## config.mk

```make
export PLATFORM = sky130hd
export DESIGN_NAME = debug_unit_flat
export DESIGN_NICKNAME = d
export VERILOG_FILES = /design/src/rtl/debug_unit_pkg.sv /design/src/rtl/debug_unit_if.sv /design/src/rtl/debug_unit_serializer.sv /design/src/rtl/debug_unit.sv /design/src/flat_wrapper.sv
export SDC_FILE = /design/constraint.sdc
export NUM_CORES = 1
export LEC_CHECK = 0
export ABC_AREA = 1
export CORE_AREA = 2 2 213 215
export DETAILED_ROUTE_END_ITERATION = 16
export DIE_AREA = 0 0 215 217
export PLACE_DENSITY_LB_ADDON = 0.2
export SYNTH_ARGS = -nofsm -noshare
export SYNTH_HDL_FRONTEND = slang
export SYNTH_HIERARCHICAL = 1
export SYNTH_SLANG_ARGS = --single-unit
```

## constraint.sdc

```tcl
create_clock -name i_clk -period 3.9 [get_ports i_clk]
set_input_delay 0.585 -clock i_clk [delete_from_list [all_inputs] [get_ports i_clk]]
set_output_delay 0.585 -clock i_clk [all_outputs]
set_load 0.03 [all_outputs]
```

## src/rtl/debug_unit_pkg.sv

```systemverilog
// Shared types and frame geometry for the host-side debug controller.
// DBG_CYCLE_COUNT_EN adds a leading cycle-count word to every dump frame.
package debug_unit_pkg;

    typedef enum logic [2:0] {
        IDLE,
        LOAD_BYTES,
        LOAD_WRITE,
        RUN,
        STEP,
        DUMP_ADDR,
        DUMP_CAPTURE,
        DUMP_SEND
    } state_t;

    localparam logic [7:0] CMD_LOAD = 8'h4C;
    localparam logic [7:0] CMD_CONT = 8'h43;
    localparam logic [7:0] CMD_STEP = 8'h53;

    localparam int IF_ID_WORDS  = 2;
    localparam int ID_EX_WORDS  = 5;
    localparam int EX_MEM_WORDS = 3;
    localparam int MEM_WB_WORDS = 3;
    localparam int LATCH_WORDS  = IF_ID_WORDS + ID_EX_WORDS + EX_MEM_WORDS + MEM_WB_WORDS;
    localparam int REG_WORDS    = 32;

`ifdef DBG_CYCLE_COUNT_EN
    localparam int CNT_WORDS = 1;
`else
    localparam int CNT_WORDS = 0;
`endif

    function automatic int frame_words(input int mem_dump_words);
        return CNT_WORDS + LATCH_WORDS + REG_WORDS + mem_dump_words;
    endfunction

endpackage

```

## src/rtl/debug_unit_if.sv

```systemverilog
// UART byte streams and instruction-memory write port of the debug controller.
interface debug_unit_if;
    import debug_unit_pkg::*;

    logic [7:0]  i_rx_data;
    logic        i_rx_valid;
    logic [7:0]  o_tx_data;
    logic        o_tx_valid;
    logic        i_tx_ready;
    logic        o_write_instruction_flag;
    logic [31:0] o_instruction_to_write;
    logic [31:0] o_address_to_write_inst;

    modport master (
        input  i_rx_data, i_rx_valid, i_tx_ready,
        output o_tx_data, o_tx_valid,
        output o_write_instruction_flag, o_instruction_to_write, o_address_to_write_inst
    );

    modport slave (
        output i_rx_data, i_rx_valid, i_tx_ready,
        input  o_tx_data, o_tx_valid,
        input  o_write_instruction_flag, o_instruction_to_write, o_address_to_write_inst
    );

endinterface

```

## src/rtl/debug_unit_serializer.sv

```systemverilog
// Splits a 32-bit word into 4 bytes, MSB first, over a valid/ready handshake.
module dbg_word_serializer (
    input  logic        i_clk,
    input  logic        i_reset,
    input  logic [31:0] i_word,
    input  logic        i_load,
    output logic [7:0]  o_data,
    output logic        o_valid,
    input  logic        i_ready,
    output logic        o_busy,
    output logic        o_done
);

    logic [31:0] shreg;
    logic [1:0]  cnt;
    logic        busy;

    assign o_data  = shreg[31:24];
    assign o_valid = busy;
    assign o_busy  = busy;
    // Combinational so the caller can move on in the same cycle as the last handshake.
    assign o_done  = busy && i_ready && (cnt == 2'd3);

    always_ff @(posedge i_clk) begin
        if (!i_reset) begin
            shreg <= '0;
            cnt   <= '0;
            busy  <= 1'b0;
        end else if (i_load) begin
            shreg <= i_word;
            cnt   <= '0;
            busy  <= 1'b1;
        end else if (busy && i_ready) begin
            shreg <= {shreg[23:0], 8'h00};
            cnt   <= cnt + 2'd1;
            if (cnt == 2'd3) busy <= 1'b0;
        end
    end

endmodule

```

## src/rtl/debug_unit.sv

```systemverilog
// Debug controller: loads program words from UART, runs/steps the pipeline, dumps state.
// Define DBG_CYCLE_COUNT_EN to prepend a saturating run-cycle counter to each dump frame.
module debug_unit
    import debug_unit_pkg::*;
#(
    parameter int          IMEM_WORDS     = 256,
    parameter int          MEM_DUMP_WORDS = 32,
    parameter logic [31:0] HALT_INSTR     = 32'hFFFF_FFFF
) (
    input  logic         i_clk,
    input  logic         i_reset,
    debug_unit_if.master bus,
    output logic         o_halt,
    output logic         o_stall,
    input  logic [63:0]  i_IF_ID_latch,
    input  logic [138:0] i_ID_EX_latch,
    input  logic [75:0]  i_EX_MEM_latch,
    input  logic [70:0]  i_MEM_WB_latch,
    output logic [4:0]   o_reg_read,
    input  logic [31:0]  i_reg_content,
    output logic [31:0]  o_addr_to_read_mem,
    input  logic [31:0]  i_mem_addr_content,
    input  logic         i_program_end
);

    localparam logic [15:0] LAST_WORD = 16'(frame_words(MEM_DUMP_WORDS) - 1);
    localparam logic [15:0] REG_BASE  = 16'(LATCH_WORDS);
    localparam logic [15:0] MEM_BASE  = 16'(LATCH_WORDS + REG_WORDS);
    localparam logic [15:0] MEM_END   = 16'(LATCH_WORDS + REG_WORDS + MEM_DUMP_WORDS);
    localparam logic [31:0] ADDR_LAST = 32'((IMEM_WORDS - 1) * 4);

    state_t      state, state_n;
    logic [31:0] asm_word, asm_word_n;
    logic [1:0]  byte_cnt, byte_cnt_n;
    logic [31:0] load_addr, load_addr_n;
    logic        ended, ended_n;
    logic [15:0] word_idx, word_idx_n;
    logic        ser_load, ser_busy, ser_done;
    logic        load_done;
    logic [31:0] src_word;

    assign load_done = (state == LOAD_WRITE) && (asm_word == HALT_INSTR);

    assign o_halt  = !(((state == RUN) || (state == STEP)) && !ended);
    assign o_stall = (state == LOAD_BYTES) || (state == LOAD_WRITE);

    assign bus.o_write_instruction_flag = (state == LOAD_WRITE);
    assign bus.o_instruction_to_write   = asm_word;
    assign bus.o_address_to_write_inst  = load_addr;

    // Section-relative index; with the counter enabled word 0 wraps out of every range.
    logic [15:0]  sec;
    logic [3:0]   lat_sel;
    logic [415:0] lat_vec;

    assign sec     = word_idx - 16'(CNT_WORDS);
    assign lat_sel = 4'(LATCH_WORDS - 1) - sec[3:0];
    assign lat_vec = {i_IF_ID_latch, 21'b0, i_ID_EX_latch, 20'b0, i_EX_MEM_latch,
                      25'b0, i_MEM_WB_latch};

    assign o_reg_read = (sec >= REG_BASE && sec < MEM_BASE) ? 5'(sec - REG_BASE) : 5'd0;
    assign o_addr_to_read_mem = (sec >= MEM_BASE && sec < MEM_END) ?
                                {14'b0, sec - MEM_BASE, 2'b00} : 32'd0;

`ifdef DBG_CYCLE_COUNT_EN
    logic [31:0] cycle_cnt;

    always_ff @(posedge i_clk) begin
        if (!i_reset || load_done)          cycle_cnt <= '0;
        else if (!o_halt && cycle_cnt != '1) cycle_cnt <= cycle_cnt + 32'd1;
    end
`endif

    always_comb begin
        src_word = '0;
        if (sec < REG_BASE)      src_word = lat_vec[{lat_sel, 5'b0} +: 32];
        else if (sec < MEM_BASE) src_word = i_reg_content;
        else                     src_word = i_mem_addr_content;
`ifdef DBG_CYCLE_COUNT_EN
        if (word_idx == 16'd0)   src_word = cycle_cnt;
`endif
    end

    dbg_word_serializer u_ser (
        .i_clk   (i_clk),
        .i_reset (i_reset),
        .i_word  (src_word),
        .i_load  (ser_load),
        .o_data  (bus.o_tx_data),
        .o_valid (bus.o_tx_valid),
        .i_ready (bus.i_tx_ready),
        .o_busy  (ser_busy),
        .o_done  (ser_done)
    );

    always_ff @(posedge i_clk) begin
        if (!i_reset) begin
            state     <= IDLE;
            asm_word  <= '0;
            byte_cnt  <= '0;
            load_addr <= '0;
            ended     <= 1'b0;
            word_idx  <= '0;
        end else begin
            state     <= state_n;
            asm_word  <= asm_word_n;
            byte_cnt  <= byte_cnt_n;
            load_addr <= load_addr_n;
            ended     <= ended_n;
            word_idx  <= word_idx_n;
        end
    end

    always_comb begin
        state_n     = state;
        asm_word_n  = asm_word;
        byte_cnt_n  = byte_cnt;
        load_addr_n = load_addr;
        ended_n     = ended;
        word_idx_n  = word_idx;
        ser_load    = 1'b0;
        unique case (state)
            IDLE: if (bus.i_rx_valid) begin
                unique case (bus.i_rx_data)
                    CMD_LOAD: begin state_n = LOAD_BYTES; byte_cnt_n = '0; end
                    CMD_CONT: state_n = RUN;
                    CMD_STEP: state_n = STEP;
                    default:  state_n = IDLE;
                endcase
            end
            LOAD_BYTES: if (bus.i_rx_valid) begin
                asm_word_n = {asm_word[23:0], bus.i_rx_data};
                byte_cnt_n = byte_cnt + 2'd1;
                if (byte_cnt == 2'd3) state_n = LOAD_WRITE;
            end
            LOAD_WRITE: begin
                load_addr_n = (load_addr == ADDR_LAST) ? 32'd0 : load_addr + 32'd4;
                state_n     = LOAD_BYTES;
                if (load_done) begin
                    state_n     = IDLE;
                    ended_n     = 1'b0;
                    load_addr_n = '0;
                end
            end
            RUN: begin
                if (ended || i_program_end) begin
                    ended_n    = 1'b1;
                    state_n    = DUMP_ADDR;
                    word_idx_n = '0;
                end
            end
            STEP: begin
                if (i_program_end) ended_n = 1'b1;
                state_n    = DUMP_ADDR;
                word_idx_n = '0;
            end
            DUMP_ADDR: state_n = DUMP_CAPTURE;
            DUMP_CAPTURE: if (!ser_busy) begin
                ser_load = 1'b1;
                state_n  = DUMP_SEND;
            end
            DUMP_SEND: if (ser_done) begin
                if (word_idx == LAST_WORD) begin
                    state_n    = IDLE;
                    word_idx_n = '0;
                end else begin
                    state_n    = DUMP_ADDR;
                    word_idx_n = word_idx + 16'd1;
                end
            end
            default: state_n = IDLE;
        endcase
    end

endmodule

```

## src/flat_wrapper.sv

```systemverilog
// flat-port wrapper written by rule: the top's interface ports become plain ports
module debug_unit_flat import debug_unit_pkg::*;
#(
    parameter int          IMEM_WORDS     = 256,
    parameter int          MEM_DUMP_WORDS = 32,
    parameter logic [31:0] HALT_INSTR     = 32'hFFFF_FFFF
)
  (i_clk, i_reset, o_halt, o_stall, i_IF_ID_latch, i_ID_EX_latch, i_EX_MEM_latch, i_MEM_WB_latch, o_reg_read, i_reg_content, o_addr_to_read_mem, i_mem_addr_content, i_program_end, bus_i_rx_data, bus_i_rx_valid, bus_i_tx_ready, bus_o_tx_data, bus_o_tx_valid, bus_o_write_instruction_flag, bus_o_instruction_to_write, bus_o_address_to_write_inst);
  debug_unit_if bus_i ();
  input  logic i_clk;
  input  logic i_reset;
  output logic o_halt;
  output logic o_stall;
  input  logic [63:0] i_IF_ID_latch;
  input  logic [138:0] i_ID_EX_latch;
  input  logic [75:0] i_EX_MEM_latch;
  input  logic [70:0] i_MEM_WB_latch;
  output logic [4:0] o_reg_read;
  input  logic [31:0] i_reg_content;
  output logic [31:0] o_addr_to_read_mem;
  input  logic [31:0] i_mem_addr_content;
  input  logic i_program_end;
  input wire logic [$bits(bus_i.i_rx_data)-1:0] bus_i_rx_data;
  input wire logic [$bits(bus_i.i_rx_valid)-1:0] bus_i_rx_valid;
  input wire logic [$bits(bus_i.i_tx_ready)-1:0] bus_i_tx_ready;
  output wire logic [$bits(bus_i.o_tx_data)-1:0] bus_o_tx_data;
  output wire logic [$bits(bus_i.o_tx_valid)-1:0] bus_o_tx_valid;
  output wire logic [$bits(bus_i.o_write_instruction_flag)-1:0] bus_o_write_instruction_flag;
  output wire logic [$bits(bus_i.o_instruction_to_write)-1:0] bus_o_instruction_to_write;
  output wire logic [$bits(bus_i.o_address_to_write_inst)-1:0] bus_o_address_to_write_inst;
  assign bus_i.i_rx_data = bus_i_rx_data;
  assign bus_i.i_rx_valid = bus_i_rx_valid;
  assign bus_i.i_tx_ready = bus_i_tx_ready;
  assign bus_o_tx_data = bus_i.o_tx_data;
  assign bus_o_tx_valid = bus_i.o_tx_valid;
  assign bus_o_write_instruction_flag = bus_i.o_write_instruction_flag;
  assign bus_o_instruction_to_write = bus_i.o_instruction_to_write;
  assign bus_o_address_to_write_inst = bus_i.o_address_to_write_inst;
  debug_unit #(.IMEM_WORDS(IMEM_WORDS), .MEM_DUMP_WORDS(MEM_DUMP_WORDS), .HALT_INSTR(HALT_INSTR)) u_core (.i_clk(i_clk), .i_reset(i_reset), .bus(bus_i), .o_halt(o_halt), .o_stall(o_stall), .i_IF_ID_latch(i_IF_ID_latch), .i_ID_EX_latch(i_ID_EX_latch), .i_EX_MEM_latch(i_EX_MEM_latch), .i_MEM_WB_latch(i_MEM_WB_latch), .o_reg_read(o_reg_read), .i_reg_content(i_reg_content), .o_addr_to_read_mem(o_addr_to_read_mem), .i_mem_addr_content(i_mem_addr_content), .i_program_end(i_program_end));
endmodule
```

---- After elaboration in Yosys (flattened, before gate mapping) ----
Cells that the tools add are included.
storage, ports and cells
  register bits ........................... 121
  output and inout port bits .............. 113
operators by class
  add/subtract/negate cells ............... 7
  magnitude comparators ................... 5
  equality and inequality tests ........... 24
  shift operators ......................... 1
  mux-type cells .......................... 35
  bitwise logic cells ..................... 1
  reductions and logical operators ........ 24
operators with widths
  operator               count
  $shiftx 416x10->32     1
  $mux 32                6
  $mux 16                3
  $pmux 16 s3            1
  $add 32x3->32 const B  1
  $eq 32x10->1 const B   1
  $eq 32x32->1 const B   1
  $eq 8x7->1 const B     3
  $pmux 3 s8             1
  $mux 3                 7
  $mux 18                1
  $add 16x1->16 const B  1
  $eq 16x7->1 const B    1
  $ge 16x4->1 const B    1
  $ge 16x6->1 const B    1
  $lt 16x4->1 const B    1
  $lt 16x6->1 const B    1
  $lt 16x7->1 const B    1
  $sub 16x6->16 const B  1
  $ne 2x2->1 const B     7
  $eq 3x3->1 const B     4
  $mux 1                 9
  $pmux 3 s3             1
  $reduce_and 4->1       2
  22 further kinds       40

---- Depth between registers and ports, before layout ----
Gate-level depths: netlist of run 1.
  word-level depth ........................ 4
  gate-level depth with buffers ........... 20

---- By module ----
The synthesis of run 1 kept the hierarchy.
modules (own cells, without submodules)
  module               instances  cells each  area each (µm²)
  debug_unit           1          1751        9112.5
  dbg_word_serializer  1          247         1813.0

---- Worst setup path before layout of run 1 ----
No wires, ideal clock.
  kind .................................... flip-flop to output port
  start ................................... reg u_core.word_idx[0]
  end ..................................... out o_addr_to_read_mem[14]
  data arrival time ....................... 2.409 ns
  setup slack ............................. 0.906 ns
  stages on the path, launching flop included .. 12
  cell sequence ........................... dfxtp_1 -> inv_2 -> buf_4 -> clkbuf_1 -> ha_1 -> nor2_2 -> nor2_2 -> o21ai_4 -> o21ai_1 -> nand2_1 -> nand2_2 -> nor3_1
on the way
  cells in the longest elaborated chain, start to end .. 3
  elaborated cells between the ends (all ways) .. 5
ends and longest elaborated chain
  item                                               line                text
  start: declaration                                 debug_unit.sv:37    logic [15:0] word_idx, word_idx_n;
  start signal: assignment                           debug_unit.sv:110   word_idx <= word_idx_n;
  $ge 16x6->1 / $lt 16x7->1 (equally long branches)  debug_unit.sv:62    assign o_addr_to_read_mem = (sec >= MEM_BASE && sec < MEM_END) ?
  $logic_and 1x1->1                                  debug_unit.sv:62
  $mux 18 (*)                                        debug_unit.sv:62
  end: declaration                                   flat_wrapper.sv:20  output logic [31:0] o_addr_to_read_mem;
Mark *: on every way between the ends. The rest lies on a longest branch, timed or not.

---- Worst setup path after layout of run 1 ----
  start ................................... reg u_core.word_idx[1]
  end ..................................... out o_addr_to_read_mem[5]
Same word-level chain as after synthesis.

==> results.md, run 1 <==
- Routed Wire Length: around 63000 um
- Largest family of logic cells by synthesized area: simple AND/OR/NAND/NOR gates
- Final number of max-transition violations: 0
- # IOs: between 500 and 600
- Layout cells sized above 1: 5.35%
- Critical path class: flip-flop to primary output
- XOR/XNOR Fraction of Synth Area: between 1 and 1.5%
- Dpl cell area: roughly 16000 sq um
- Proportion of synthesized area in mux cells: 0%
- Avg WL per Cell: just over 20 um
- Die Wd: 215 um
- Site row count: 78
- RSZ-0062 raised after global routing: false
- Largest net degree at the start of global routing: 81
- First-pass GRT wire length: just over 90000 um
- CP required: about 3.3 ns
- CTS buffer count: 17
- CP endpoint kind: primary output
- Fin crit share: 90.7%
- Die footprint: about 47000 sq um
- Post-synthesis async set-or-reset flop share: 0%
- CP Max Fanout: 16
- Internal: 3.22 mW
- Number of global-route vias before repair: approximately 14k
- Skew final: around 0.014 ns
- Design Area, Final: roughly 17000 sq um
- DP Cell Count: around 3.0k
- Skew-Pair Late Insertion Delay: around 0.42 ns
- Fin nets: roughly 2.9k
- Cells after Synth: about 2.0k
- Initial antenna violation count: 1
- Crit path arrival time: just under 3 ns
- Clock Power Share: a little under a third
- Post-synth cell types: 42
- Sequential-to-total area share from yosys stat: between 20% and 30%
- Leakage: between 7 and 8 nW
- Switching pwr: approximately 2.1 mW
- Syn Std Cell Area: between 10000 and 15000 sq um
- Core footprint: 44700 sq um
- Tmin final: around 3.5 ns
- Worst Setup Start Kind: flip-flop
- Tightest Pin Transition: around 1 ns
- Hold Crit Class: flip-flop to flip-flop
- Area growth from synthesis to layout: 56.1%
- Outcome: complete, no violations
- DRT iter0 DRCs: ~1.2k
- Post-route DRC: 0
- DR vias: around 15k
- Routability cong.: 0.978
- Ranking of synthesized cells by area: nand2_1 25%, dfxtp_1 22%, nor2_1 9.1%, o21ai_0 6.9%, nand3_1 6.7%
- Ys flop type: dfxtp_1
- Mapped Avg Cell Area: 5.47 sq um
- VDD IR max: about 230 uV
- Total track usage: ~26%
- Initial core utilization: roughly a quarter
- Setup bufs post-CTS: 0
- H-tree Lvls: 4
- Hpwl dp: between 40000 and 50000 um
- Simple-gate share of the synthesized area: 47.9%
- Top-area cell type share of the netlist area: between 20% and 30%
- First drt pass iteration count: 8
- Sink Count: 119
- Vias/cell: between 4 and 5
- IO Port Bufs: around 520
- Share of power burned in registers: about a quarter
- Endpoints failing hold: 0
- Maxcap violations: 0
- Comb pwr share: 43.7%
- Max-slew headroom: about a third
- Sw Share: just under 40%
- PostCTS Resize Cnt: 0
- Root buf cell: clkbuf_16
- Post-synthesis register bit count: around 120
- CTS Buffer Depth: 2
- Post-synthesis adder-cell area fraction: 0.916%
- EDFF count, synth: 0
- Pwr dens: between 300 and 400 nW/um^2
- CTS Hold Bufs: 0
- Clock transition at path regs: 0.06 ns
- # setup viols final: 0
- Finished Layout Cells: 3052
- Final ANT Viol Nets: 0
- Total gr overflow: 0
- TritonCTS clock tree: done
- Compound-Gate Fraction of Synth Area: 15.4%
- YS warnings: 6
- Yosys top cell by area: nand2_1
- Setup TNS Final: 0 ns
- Die H: between 200 and 250 um
- Fmax: ~280 MHz
[through the flow]
step / power, mW / util (%) / hold slack [ns] / worst slack (ns)
after floorplan: 2.66 / - / 0.441 / 0.906
after global placement: 3.76 / 36.8 / 0.453 / 0.787
after detailed placement: 3.76 / 36.8 / 0.466 / 0.718
after CTS: 5.39 / 38.1 / 0.476 / 0.393
after global routing: 5.66 / 38.1 / 0.496 / 0.212
final: 5.35 / 38.1 / 0.470 / 0.361
[cell usage after synthesis (5+ instances only)]
cell        n
nand2_1   731
nor2_1    266
o21ai_0   150
nand3_1   147
inv_1     143
dfxtp_1   119
a21oi_1    90
nand4_1    57
buf_4      48
buf_2      45
clkbuf_1   38
o211ai_1   28
nor3_1     20
a21oi_2    12
a22oi_1    11
nand3_2    11
ha_1        8
xor2_1      8
buf_1       7
inv_2       7
o21ai_1     7
nor2_4      6
nand2_2     5
nor2_2      5
xnor2_1     5
[state kept, by name, indices dropped and copies added (netlist names)]
register	flops
u_core/state	3
u_core/bus.o_instruction_to_write	32
u_core/ended	1
u_core/u_ser/cnt	2
u_core/u_ser/o_busy	1
u_core/byte_cnt	2
u_core/u_ser/shreg	32
u_core/bus.o_address_to_write_inst	30
u_core/word_idx	16
[kinds of logic after synthesis]
| logic type | after synthesis |
|---|---|
| fa+ha+maj | 8 |
| xor+xnor | 13 |
| other cells | 1 |
| compound gates | 303 |
| simple gates | 1256 |
| flops | 119 |
| buf+inv | 298 |
[cell usage in the layout, fill, tap and decap left out, drive strengths merged]
master	instances
buf	45
o21a	1
nor2	277
nand3	158
xor2	8
conb	18
nand4	57
o21bai	1
xnor2	5
inv	152
a31oi	1
clkbuf	21
clkinvlp	3
diode	2
a22oi	11
nand3b	2
clkdlybuf4s50	502
o211ai	28
or2	3
o21ai	158
and2	2
nor3	20
ha	8
dfxtp	119
clkinv	8
a21oi	102
a21boi	1
bufinv	2
nand2	737
[worst paths after layout]
kind | to | depth (start not counted) | from | slack [ns]
max | o_addr_to_read_mem[5] | 10 | u_core/word_idx[1] | 0.36
min | u_core/byte_cnt[1] | 2 | u_core/byte_cnt[1] | 0.47
max reg2reg | u_core/u_ser/shreg[31] | 13 | u_core/word_idx[1] | 0.62
min reg2reg | u_core/byte_cnt[1] | 2 | u_core/byte_cnt[1] | 0.47
[power groups by stage]
stage | clock [mW] | sequential (mW) | combinational [mW]
after CTS | 1.64 | 1.41 | 2.34
after global routing | 1.69 | 1.43 | 2.54
after detailed placement | 0 | 1.43 | 2.32
after global placement | 0 | 1.43 | 2.33
final | 1.60 | 1.41 | 2.34
after floorplan | 0 | 1.57 | 1.09
[metal layers]
metal | wire (um) | global-route usage, % | vias to the layer above | part of all wire, %
li1 | - | - | 7244 | -
met1 | 26900 | 32.7 | 6916 | 43
met2 | 30600 | 45.8 | 512 | 49
met3 | 3960 | 4.50 | 56 | 6.3
met4 | 1220 | 5.61 | 0 | 1.9
met5 | 0 | 0 | - | 0
[layout make-up]
cell class / instances / area [sq um]
Antenna cell: 2 / 5.00
Clock buffer: 21 / 460
Clock inverter: 11 / 124
Fill cell: 4938 / 27600
Inverter: 154 / 586
Multi-Input combinational cell: 1598 / 7220
Sequential cell: 119 / 2380
Tap cell: 600 / 751
Timing Repair Buffer: 547 / 5520
[critical path: stages, from the launching register on]
cell	delay, ns
dfxtp_1	0.42
inv_1	0.12
ha_1	0.28
nor2_2	0.17
nor2_2	0.08
o21ai_4	0.20
o21ai_1	0.10
nand2_1	0.08
nand2_2	0.20
nor2_1	0.19
clkdlybuf4s50_1	0.69
Note: power is estimated with default switching activity, not from simulation.
==> run 2, diff against run 1 <==
--- a/config.mk
+++ b/config.mk
@@ -9,7 +9,9 @@
 export CORE_AREA = 2 2 213 215
 export DETAILED_ROUTE_END_ITERATION = 16
 export DIE_AREA = 0 0 215 217
+export HOLD_SLACK_MARGIN = 0.02
 export PLACE_DENSITY_LB_ADDON = 0.2
+export SLEW_MARGIN = 40
 export SYNTH_ARGS = -nofsm -noshare
 export SYNTH_HDL_FRONTEND = slang
 export SYNTH_HIERARCHICAL = 1
==> results.md, run 2 (same netlist as run 1, synthesis figures left out) <==
- Outcome: complete, no violations
- TritonCTS clock tree: done
- Crit path largest cell delay: 0.69 ns (about the same)
- RSZ-0062 raised after global routing: false
- Design Area, Final: 17100 sq um (+0.38%)
- Largest net degree at the start of global routing: 81 (unchanged)
- Max stage delay cell, worst path: clkdlybuf4s50_1
- Most frequent cells in the layout: 730 x nand2_1, 502 x clkdlybuf4s50_1, 263 x nor2_1, 150 x o21ai_0, 147 x nand3_1
- Worst Setup Start Kind: flip-flop
- Sink Count: 119 (unchanged)
- Crit path buf inv count: 2 (unchanged)
- Final core utilization: 38.3% (+0.15 points)
- Setup TNS Final: 0 ns (unchanged)
- Total track usage: 25.9% (about the same)
- Die Wd: 215 um (unchanged)
- CP required: 3.31 ns (about the same)
- H-tree Lvls: 4 (unchanged)
- Root buf cell: clkbuf_16
- Fin nets: 2873 (+0.035%)
- Internal: 3.30 mW (+2.2%)
- Final Total Pwr: 5.43 mW (+1.6%)
- Area growth from synthesis to layout: 56.7%
- First-pass GRT wire length: 92200 um (+0.27%)
- Tmin final: 3.49 ns (-0.0493 ns)
- Fin crit share: 89.5% (-1.3 points)
- CP Max Fanout: 16 (unchanged)
- Dpl cell area: 16500 sq um (+0.17%)
- Most used cell, CP: nor2_2
- Final number of max-transition violations: 0 (unchanged)
- CTS Hold Bufs: 0 (unchanged)
- Vias/cell: 4.83 (about the same)
- Finished Layout Cells: 3053 (+0.033%)
- # IOs: 540 (unchanged)
- Min-delay src: u_core/ended
- CP Cell Sequence: inv_1, ha_1, nor2_2, nor2_2, o21ai_4, o21ai_1, nand2_1, nand2_2, nor2_1, clkdlybuf4s50_1
- Routability cong.: 0.978 (unchanged)
- Skew-Pair Late Insertion Delay: 0.42 ns (about the same)
- First drt pass iteration count: 5 (-3)
- Fill count: 4914 (-0.49%)
- Sw Share: 39.3% (-0.39 points)
- Core footprint: 44700 sq um (unchanged)
- Die footprint: 46700 sq um (unchanged)
- Crit path arrival time: 2.90 ns (-0.05 ns)
- Maxcap violations: 0 (unchanged)
- Clock transition at path regs: 0.06 ns (about the same)
- CTS Buffer Depth: 2 (unchanged)
- Routed Wire Length: 62400 um (-0.35%)
- Skew final: 0.0112 ns (-0.00284 ns)
- Site row count: 78 (unchanged)
- CP endpoint kind: primary output
- Tightest Pin Transition: 0.802 ns (-0.200 ns)
- Reg-to-Reg Start: u_core/word_idx[1]
- Hold Crit Class: flip-flop to flip-flop
- IO Port Bufs: 521 (unchanged)
- Initial antenna violation count: 3 (+2)
- Critical path class: flip-flop to primary output
- Clock Power Share: 31.0% (+1.0 points)
- Switching pwr: 2.14 mW (+0.56%)
- DP Cell Count: 3019 (+0.033%)
- Leakage: 7.14 nW (+0.55%)
- Share of power burned in registers: 26.0% (-0.4 points)
- PostCTS Resize Cnt: 0 (unchanged)
- DRT iter0 DRCs: 1279 (+8.7%)
- Origin of the worst setup path: u_core/word_idx[1]
- VDD IR max: 273 uV (+17%)
- CTS buffer count: 17 (unchanged)
- Final ANT Viol Nets: 0 (unchanged)
- Fmax: 287 MHz (+1.4%)
- Post-route DRC: 0 (unchanged)
- Commonest non-fill, non-tap cell in the layout: nand2_1
- Avg WL per Cell: 20.4 um (-0.39%)
- CP delay by family, top: buffers and inverters
- Initial core utilization: 24.4% (unchanged)
- Hpwl dp: 48900 um (about the same)
- DR vias: 14.7k (+0.10%)
- # setup viols final: 0 (unchanged)
- Pwr dens: 317 nW/um^2 (+1.2%)
- Layout cells sized above 1: 5.55% (+0.20 points)
- Setup bufs post-CTS: 0 (unchanged)
- Endpoints failing hold: 0 (unchanged)
- Total gr overflow: 0 (unchanged)
- Comb pwr share: 43.0% (-0.7 points)
- Number of global-route vias before repair: 14.4k (+0.71%)
- Max-slew headroom: 46.6% (+13 points)
- Die H: 217 um (unchanged)
[run 2: cell count changes in the layout (fill, tap and decap cells not counted), sizes merged]
cell / delta
inv: +3
clkbuf: -2
clkinvlp: -2
buf: +1
bufinv: +1
[run 2: power groups by stage]
stage	registers [mW]	clock network, mW	logic, mW
floorplan	1.57	0	1.09
global placement	1.43	0	2.33
detailed placement	1.43	0	2.32
CTS	1.41	1.73	2.34
global route	1.43	1.78	2.54
finish	1.41	1.69	2.34
[run 2: layout make-up]
class / count / area (sq um) / share of cell area, %
Clock buffer: 19 / 453 / 2.65
Inverter: 154 / 586 / 3.42
Timing Repair Buffer: 548 / 5550 / 32.4
Multi-Input combinational cell: 1598 / 7220 / 42.2
Sequential cell: 119 / 2380 / 13.9
Clock inverter: 13 / 169 / 0.987
Tap cell: 600 / 751 / 4.39
Antenna cell: 2 / 5.00 / 0.0292
[run 2: worst paths after layout]
kind / to / slack [ns] / cells past startpoint
worst max-delay path: o_addr_to_read_mem[5] / 0.41 / 10
worst min-delay path: u_core/ended / 0.48 / 2
worst max register to register: u_core/u_ser/shreg[31] / 0.74 / 16
worst min register to register: u_core/ended / 0.48 / 2
[run 2: per-layer routing]
| metal | vias to the layer above | track usage, % | wire (um) |
|---|---|---|---|
| li1 | 7241 | - | - |
| met1 | 6892 | 33.2 | 26900 |
| met2 | 549 | 45.0 | 30100 |
| met3 | 59 | 3.98 | 3880 |
| met4 | 2 | 7.08 | 1510 |
| met5 | - | 0 | 16 |
[run 2: tightest hold or removal path, delay by kind of cell (launching register included)]
family,cells,cell delay (ns)
simple gates,1,0.06
flops,1,0.32
compound gates,1,0.05
[run 2: metrics by stage]
| step | setup slack (ns) | hold slack (ns) |
|---|---|---|
| finish | 0.410 | 0.475 |
| global route | 0.209 | 0.495 |
| CTS | 0.407 | 0.478 |
| detailed placement | 0.750 | 0.469 |
| global placement | 0.787 | 0.453 |
| floorplan | 0.906 | 0.441 |
